[src/rtl/uvmt_cv32e40x_obi_rchk_pkg.sv]
// rtl/uvmt_cv32e40x_obi_rchk_pkg.sv - PMA region type and default attributes for the rchk tracker
package uvmt_cv32e40x_obi_rchk_pkg;

  typedef struct packed {
    logic [31:0] word_addr_low;
    logic [31:0] word_addr_high;
    logic        main;
    logic        bufferable;
    logic        cacheable;
    logic        integrity;
  } pma_cfg_t;

  // Unmatched address with regions configured: I/O-like, no integrity
  localparam pma_cfg_t PMA_R_DEFAULT = '{word_addr_low:  32'h0,
                                         word_addr_high: 32'h0,
                                         main:           1'b0,
                                         bufferable:     1'b0,
                                         cacheable:      1'b0,
                                         integrity:      1'b0};

  // No PMA configured at all: everything is main memory without integrity
  localparam pma_cfg_t NO_PMA_R_DEFAULT = '{word_addr_low:  32'h0,
                                            word_addr_high: 32'h0,
                                            main:           1'b1,
                                            bufferable:     1'b0,
                                            cacheable:      1'b0,
                                            integrity:      1'b0};

endpackage

[src/rtl/uvmt_cv32e40x_obi_rchk_tracker.sv]
// rtl/uvmt_cv32e40x_obi_rchk_tracker.sv - OBI response-integrity shim: tracks per-request integrity and drives rchk
module uvmt_cv32e40x_obi_rchk_tracker
  import uvmt_cv32e40x_obi_rchk_pkg::*;
#(
  parameter int       DATA_WIDTH      = 32,
  parameter int       CHK_WIDTH       = DATA_WIDTH/8+1,
  parameter int       MAX_OUTSTANDING = 2,
  parameter int       PMA_NUM_REGIONS = 0,
  parameter pma_cfg_t PMA_CFG[PMA_NUM_REGIONS-1:0] = '{default:PMA_R_DEFAULT},
  parameter logic [31:0] DM_REGION_START = 32'hF0000000,
  parameter logic [31:0] DM_REGION_END   = 32'hF0003FFF
) (
  input  logic                                 clk,
  input  logic                                 rst_n,
  input  logic                                 req_i,
  input  logic                                 gnt_i,
  input  logic                                 dbg_i,
  input  logic [31:0]                          addr_i,
  input  logic [DATA_WIDTH-1:0]                rdata_i,
  input  logic                                 rvalid_i,
  input  logic                                 err_i,
  input  logic [CHK_WIDTH-1:0]                 rchk_i,
  input  logic [1:0]                           mode_i,
  input  logic [7:0]                           inj_period_i,
  input  logic [$clog2(CHK_WIDTH)-1:0]         inj_bit_i,
  output logic [CHK_WIDTH-1:0]                 rchk_o,
  output logic                                 resp_integrity_o,
  output logic                                 inj_o,
  output logic [$clog2(MAX_OUTSTANDING+1)-1:0] outstanding_o,
  output logic                                 proto_err_o
);

  localparam int PTR_W = (MAX_OUTSTANDING > 1) ? $clog2(MAX_OUTSTANDING) : 1;
  localparam int CNT_W = $clog2(MAX_OUTSTANDING+1);
  localparam int NBYTE = DATA_WIDTH/8;

  localparam logic [1:0] MODE_GEN    = 2'b01;
  localparam logic [1:0] MODE_INJECT = 2'b10;

  logic [MAX_OUTSTANDING-1:0] fifo_q;
  logic [PTR_W-1:0]           wr_ptr_q, rd_ptr_q;
  logic [CNT_W-1:0]           count_q, count_d;
  logic [7:0]                 inj_cnt_q;

  logic [31:0]          word_addr;
  logic                 pma_integ;
  logic                 req_integ;
  logic                 pma_found;
  logic                 push, empty, full;
  logic                 pop_ok, pop_err, push_ok, push_err;
  logic                 inj_adv;
  logic [CHK_WIDTH-1:0] gen_chk, base_chk, inj_mask;

  assign word_addr = {2'b00, addr_i[31:2]};

  // Lowest-index matching region wins
  always_comb begin
    pma_found = 1'b0;
    pma_integ = PMA_R_DEFAULT.integrity;
    if (PMA_NUM_REGIONS == 0) begin
      pma_integ = NO_PMA_R_DEFAULT.integrity;
    end else begin
      for (int i = 0; i < PMA_NUM_REGIONS; i++) begin
        if (!pma_found && (word_addr >= PMA_CFG[i].word_addr_low) &&
            (word_addr < PMA_CFG[i].word_addr_high)) begin
          pma_found = 1'b1;
          pma_integ = PMA_CFG[i].integrity;
        end
      end
    end
  end

  assign req_integ = (dbg_i && (addr_i >= DM_REGION_START) && (addr_i <= DM_REGION_END))
                     ? 1'b0 : pma_integ;

  assign push     = req_i && gnt_i;
  assign empty    = (count_q == '0);
  assign full     = (count_q == CNT_W'(MAX_OUTSTANDING));
  assign pop_ok   = rvalid_i && !empty;
  assign pop_err  = rvalid_i && empty;
  // A pop in the same cycle frees the slot the full-FIFO push needs
  assign push_ok  = push && (!full || pop_ok);
  assign push_err = push && full && !pop_ok;

  always_comb begin
    count_d = count_q;
    case ({push_ok, pop_ok})
      2'b10:   count_d = count_q + 1'b1;
      2'b01:   count_d = count_q - 1'b1;
      default: count_d = count_q;
    endcase
  end

  assign resp_integrity_o = empty ? 1'b0 : fifo_q[rd_ptr_q];
  assign outstanding_o    = count_q;

  always_comb begin
    gen_chk = '0;
    for (int k = 0; k < NBYTE; k++) begin
      gen_chk[k] = ^rdata_i[8*k +: 8];
    end
    gen_chk[CHK_WIDTH-1] = err_i;
  end

  assign inj_adv = rvalid_i && resp_integrity_o && (mode_i == MODE_INJECT) && (inj_period_i != 8'd0);
  // >= rather than == so a period lowered mid-run fires immediately instead of wrapping
  assign inj_o   = inj_adv && (inj_cnt_q >= (inj_period_i - 8'd1));

  always_comb begin
    inj_mask = '0;
    for (int k = 0; k < CHK_WIDTH; k++) begin
      inj_mask[k] = inj_o && (int'(inj_bit_i) == k);
    end
  end

  always_comb begin
    base_chk = rchk_i;
    if ((mode_i == MODE_GEN) || (mode_i == MODE_INJECT)) begin
      base_chk = gen_chk;
    end
    rchk_o = (resp_integrity_o ? base_chk : ~base_chk) ^ inj_mask;
  end

  always_ff @(posedge clk or negedge rst_n) begin
    if (!rst_n) begin
      fifo_q      <= '0;
      wr_ptr_q    <= '0;
      rd_ptr_q    <= '0;
      count_q     <= '0;
      inj_cnt_q   <= '0;
      proto_err_o <= 1'b0;
    end else begin
      if (push_ok) begin
        fifo_q[wr_ptr_q] <= req_integ;
        wr_ptr_q <= (wr_ptr_q == PTR_W'(MAX_OUTSTANDING-1)) ? '0 : wr_ptr_q + 1'b1;
      end
      if (pop_ok) begin
        rd_ptr_q <= (rd_ptr_q == PTR_W'(MAX_OUTSTANDING-1)) ? '0 : rd_ptr_q + 1'b1;
      end
      count_q <= count_d;
      if (inj_adv) begin
        inj_cnt_q <= inj_o ? 8'd0 : inj_cnt_q + 8'd1;
      end
      proto_err_o <= push_err || pop_err;
    end
  end

endmodule

[config.mk]
export PLATFORM = sky130hd
export DESIGN_NAME = uvmt_cv32e40x_obi_rchk_tracker
export DESIGN_NICKNAME = d
export VERILOG_FILES = /design/src/rtl/uvmt_cv32e40x_obi_rchk_pkg.sv /design/src/rtl/uvmt_cv32e40x_obi_rchk_tracker.sv
export SDC_FILE = /design/constraint.sdc
export NUM_CORES = 1
export LEC_CHECK = 0
export ABC_AREA = 1
export CAP_MARGIN = 20
export CORE_ASPECT_RATIO = 0.6
export CORE_UTILIZATION = 46
export CTS_BUF_LIST = sky130_fd_sc_hd__clkbuf_4
export DETAILED_ROUTE_END_ITERATION = 16
export MAX_ROUTING_LAYER = met4
export PLACE_DENSITY_LB_ADDON = 0.08
export SLEW_MARGIN = 20
export SYNTH_ARGS = -nofsm -noshare
export SYNTH_HDL_FRONTEND = slang
export SYNTH_SLANG_ARGS = --single-unit
[constraint.sdc]
create_clock -name clk -period 3.55 [get_ports clk]
set_input_delay 0.355 -clock clk [delete_from_list [all_inputs] [get_ports clk]]
set_output_delay 0.355 -clock clk [all_outputs]
set_load 0.05 [all_outputs]
==> Word-level counts from Yosys, hierarchy flattened <==
Cells that the tools add are included.
{ "word_totals": {"out_inout_bits": 10, "romBits": 0, "wordCells": 70, "n_memories": 0, "regBits": 15, "latch_bits": 0, "in_bits": 89, "ramBits": 0} }
{ "op_classes": {"addsub": 6, "bitwise_logic": 4, "shifts": 0, "div_mod_pow": 0, "order_cmp": 4, "n_mux": 11, "n_mul": 0, "eq_ne": 9, "n_reduce_logical": 30} }
{ "ops": {"columns": ["operator", "n"], "rows": [
  ["$reduce_xor 8->1", 4],
  ["$logic_and 1x1->1", 16],
  ["$mux 5", 2],
  ["$eq 3x3->1 const B", 3],
  ["$add 8x1->8 const B", 1],
  ["$ge 8x8->1", 1],
  ["$mux 8", 1],
  ["$reduce_bool 8->1", 1],
  ["$sub 8x1->8 const B", 1],
  ["$eq 2x2->1 const B", 3],
  ["$mux 1", 6],
  ["$not 5->5", 1],
  ["$xor 5x5->5", 1],
  ["$eq 2x1->1 const B", 2],
  ["$lt 1x2->1 const B", 2],
  ["$pmux 2 s2", 1],
  ["$eq 3x2->1 const B", 1],
  ["$logic_not 1->1", 3],
  ["$logic_not 3->1", 1],
  ["$logic_or 1x1->1", 3],
  ["$add 1x1->1 const B", 2],
  ["$add 2x1->2 const B", 1],
  ["$and 2x2->2", 1],
  ["$logic_not 2->1", 1],
  ["other kinds (5)", 5]
]} }

==> Longest topological paths before layout <==
{ "logic_depth": {"depth_word": 9, "ltp_mapped": 16, "mapped_depth_nobuf": 16} }

==> Least setup slack after synthesis <==
Ideal clock, no wire load.
{ "synth_path": {"path_type": "in2out", "from": "input inj_period_i[0]", "to": "output rchk_o[4]", "path_buffers": 0, "setup_slack_ps": 646, "arrival_time_ps": 2549, "t_required_ps": 3195, "cell_stages": 11, "path_cell_list": "inv_1 nand4_1 nor3_1 xor2_1 ha_1 a21oi_1 o21a_1 nand2_1 nand2_4 nor2_2 xnor2_1"} }
{ "synth_between": {"elab_chain_len": 5, "word_cells_on_any_way": 7, "cone_classes": "add/sub (1); order compare (1); bitwise (1); reduce/logical (4)"} }
{ "synth_lines": {"columns": ["item", "line_no", "text"], "rows": [
  ["start, declared", "uvmt_cv32e40x_obi_rchk_tracker.sv:24", "input logic [7:0] inj_period_i,"],
  ["$sub 8x1->8 or $reduce_bool 8->1 (tied branches)", "uvmt_cv32e40x_obi_rchk_tracker.sv:107, uvmt_cv32e40x_obi_rchk_tracker.sv:105", null],
  ["$ge 8x8->1 or $logic_and 1x1->1 (tied branches)", "uvmt_cv32e40x_obi_rchk_tracker.sv:107, uvmt_cv32e40x_obi_rchk_tracker.sv:105", null],
  ["$logic_and 1x1->1 (*)", "uvmt_cv32e40x_obi_rchk_tracker.sv:107", "assign inj_o = inj_adv && (inj_cnt_q >= (inj_period_i - 8'd1));"],
  ["$logic_and 1x1->1 (*)", "uvmt_cv32e40x_obi_rchk_tracker.sv:112", "inj_mask[k] = inj_o && (int'(inj_bit_i) == k);"],
  ["$xor 5x5->5 (*)", "uvmt_cv32e40x_obi_rchk_tracker.sv:121", "rchk_o = (resp_integrity_o ? base_chk : ~base_chk) ^ inj_mask;"],
  ["end, declared", "uvmt_cv32e40x_obi_rchk_tracker.sv:26", "output logic [CHK_WIDTH-1:0] rchk_o,"]
]} }
Every way passes the cells marked *; elsewhere a longest branch is shown, timed or not.

==> Worst setup path in the final report <==
{ "layout_path": {"from": "input inj_period_i[2]", "to": "output rchk_o[4]"} }
Same word-level chain as after synthesis.

==> summary.md <==
• 4170 um — HPWL Detailed
• nand2_1 — library cell with the largest summed area after synthesis
• 3 — clock buffer count from CTS
• 15 — Sinks on Clock Net
• output pin — capturing element type of the critical path
• 19 — largest net degree at the start of global routing
• 0 — Residual DRC
• 2 — maximum root-to-sink buffer count
• 15 — register bit total from synthesis
• 0 — grt ovf
• 2130 um^2 — synthesized cell area
• 37.8% — Area Growth Syn to Fin
• 89.8 um — Horiz. Die Dim
• 5.50 um^2 — mean cell area of the mapped netlist
• 4280 um^2 — CORE AREA
• 0 ns — Setup Total Neg Slack
• 0.00166 uW — static power due to leakage
• 31 — Netlist cell types
• 0 — max-slew violation count
• 2.84 ns — Crit path arrival time
• 0.45 ns — delay of the slowest cell on the worst path
• 488 — synthesized net count
• 515 — final cell count without fillers
• clkdlybuf4s50_1 > nor2_1 > nand4_1 > nor3_1 > xor2_1 > ha_1 > a21oi_1 > o21a_1 > nand2_1 > nand2_4 > nor2_2 > xnor2_1 > buf_12 — critical path cell sequence
• 9.56 um — routed length per placed instance
• 0 — total count of hold-check failures in the final report
• 2417 — routed via count
• 4.62% — share of post-route cells with drive strength above 1
• 90.0% — period utilisation layout
• 0 — number of diodes added for antenna fixing
• 4920 um — Detailed Route WL
• 49.8% — starting density of the core
• 2115 — via count of the first global-routing pass
• 0.889 — routability cong.
• in -> async — type of the tightest min-delay check
• 4.69 — average vias per placed instance
• 0.000408 V — peak supply drop
• 557 — layout net count
• 99 — count of boundary I/O pins
• clkbuf_4 — Root Driver
• 0 — number of buffers inserted to repair setup after CTS
• 407 nW/um^2 — Power Dens Cells
• 54.5% — max_slew headroom
• 0 — post-cts repair resize count
• 0 — Setup-failing EPs final
• 3.20 ns — post-layout min period
• 17.6% — sequential-to-total area share from yosys stat
• 0 — Syn. warnings
• 4 — DR pass1 iterations
• 0 — number of max-capacitance violations reported
• 0.09 ns — clock transition time at the flip-flop clock pins of the worst setup and hold paths
• 0.00438 ns — Max Clock Skew
• 4910 um^2 — die outline area
• 65 — Port Buffer Count
• 387 — gate count of the mapped netlist
• 1 — number of H-tree levels
• completed — outcome
• 21.4% — aggregate global-route resource usage
• input pin — startpoint kind of the worst setup timing path
• 0.28 ns — clock network latency to the later pin of the worst-skew pair
• 0 — antenna violations before repair
• 8380 um — first-pass GRT wire length
• 89 — Starting DRT DRC Count
• 1190 uW — Overall Power
• yes — clock tree from TritonCTS
• 0 — remaining antenna violation count after routing
• no — unrepaired setup endpoints after global routing
• 31.2% — share of the synthesized area in the top cell type
• 18 — standard-cell row count
• 3.19 ns — required time of the critical path
• 54.7 um — die height
• 0 — number of hold-repair buffers added at the cts stage
• 313 MHz — maximum clock frequency
• nand2_1, dfrtp_1, inv_1 — Area contributors post-synth
• 6 — Max FO, Critical Path
• 0.681 ns — Worst Max-Slew Pin Slew
• 511 — Post-Place Cells
• clkdlybuf4s50_1 — worst-path cell with the longest stage delay
• in -> out — critical path type
[cell families after synthesis]
group	Yosys count	share of synthesized area, %
simple gates	258	51.3
buf+inv	68	12.4
compound gates	19	5.41
flops	15	17.6
xor+xnor	14	5.76
fa+ha+maj	12	7.05
mux	1	0.470
[cell usage after synthesis (all sizes together)]
library cell  number
nand2            178
inv               65
nand3             41
nor2              23
dfrtp             15
ha                12
xor2              10
nor3               8
o21ai              8
a21oi              4
nand4              4
xnor2              4
or2                3
clkinv             2
o21a               2
a31oi              1
a32oi              1
buf                1
mux2i              1
nand3b             1
o211ai             1
o22ai              1
o31ai              1
[placed cells by master, fill, tap and decap left out, types with 3 or more instances in the layout]
cell type        synthesis  routed
a21oi_1                  4       4
buf_12                   0       6
clkbuf_4                 0       4
clkdlybuf4s50_1          0      59
dfrtp_1                 15      15
ha_1                    12      12
inv_1                   65      65
nand2_1                177     177
nand3_1                 40      40
nand4_1                  4       4
nor2_1                  19      19
nor3_1                   8       8
o21ai_0                  4       4
o21ai_1                  3       3
or2_2                    3       3
xnor2_1                  4       4
xor2_1                  10      10
[path summary, 6_finish.rpt]
| kind | from | endpoint | slack [ns] | depth (start not counted) |
|---|---|---|---|---|
| max | inj_period_i[2] | rchk_o[4] | 0.35 | 13 |
| min in group clk | wr_ptr_q$_DFFE_PN0P_ | wr_ptr_q$_DFFE_PN0P_ | 0.52 | 1 |
| max reg2reg | inj_cnt_q[1]$_DFFE_PN0P_ | inj_cnt_q[4]$_DFFE_PN0P_ | 1.73 | 12 |
| min reg2reg | wr_ptr_q$_DFFE_PN0P_ | wr_ptr_q$_DFFE_PN0P_ | 0.52 | 1 |
| min | rst_n | inj_cnt_q[5]$_DFFE_PN0P_ | 0.48 | 1 |
| max in group asynchronous | rst_n | fifo_q[0]$_DFFE_PN0P_ | 2.63 | 1 |
[metal layers]
metal  vias up  global-route usage, %  wire length [um]  part of all wire (%)
met5         -                      -                 0                     0
met4         0                   1.64                17                  0.35
met3         4                   4.44               317                   6.4
met2        60                   39.4              2210                    45
met1      1013                   26.0              2380                    48
li1       1340                      -                 -                     -
[power by group]
part           switching, uW  internal (uW)
combinational            455            334
sequential              70.9            230
clock                   52.6           51.2
total                    579            615
[layout make-up]
class / count / area (um^2)
Clock buffer: 4 / 30.0
Fill cell: 396 / 1350
Inverter: 67 / 253
Multi-Input combinational cell: 304 / 1490
Sequential cell: 15 / 375
Tap cell: 60 / 75.1
Timing Repair Buffer: 65 / 711
[state kept, by name, summed over array words and instances (netlist names)]
name,count
inj_cnt_q,8
proto_err_o,1
rd_ptr_q,1
outstanding_o,2
wr_ptr_q,1
fifo_q,2
[worst max-delay path, delay by kind of cell]
| kind | cells | cell delay, ns |
|---|---|---|
| buf+inv | 2 | 0.63 |
| simple gates | 6 | 0.85 |
| xor+xnor | 2 | 0.44 |
| fa+ha+maj | 1 | 0.26 |
| compound gates | 2 | 0.29 |
[per-stage QoR]
stage | util (%) | hold WS [ns] | area [um^2] | setup slack, ns
floorplan | - | 0.0594 | 2130 | 0.646
global placement | 67.9 | 0.489 | 2900 | 0.370
detailed placement | 67.9 | 0.490 | 2900 | 0.322
CTS | 68.6 | 0.501 | 2930 | 0.313
global route | 68.6 | 0.536 | 2930 | 0.128
finish | 68.6 | 0.479 | 2930 | 0.354
(Power assumes the default switching activity.)
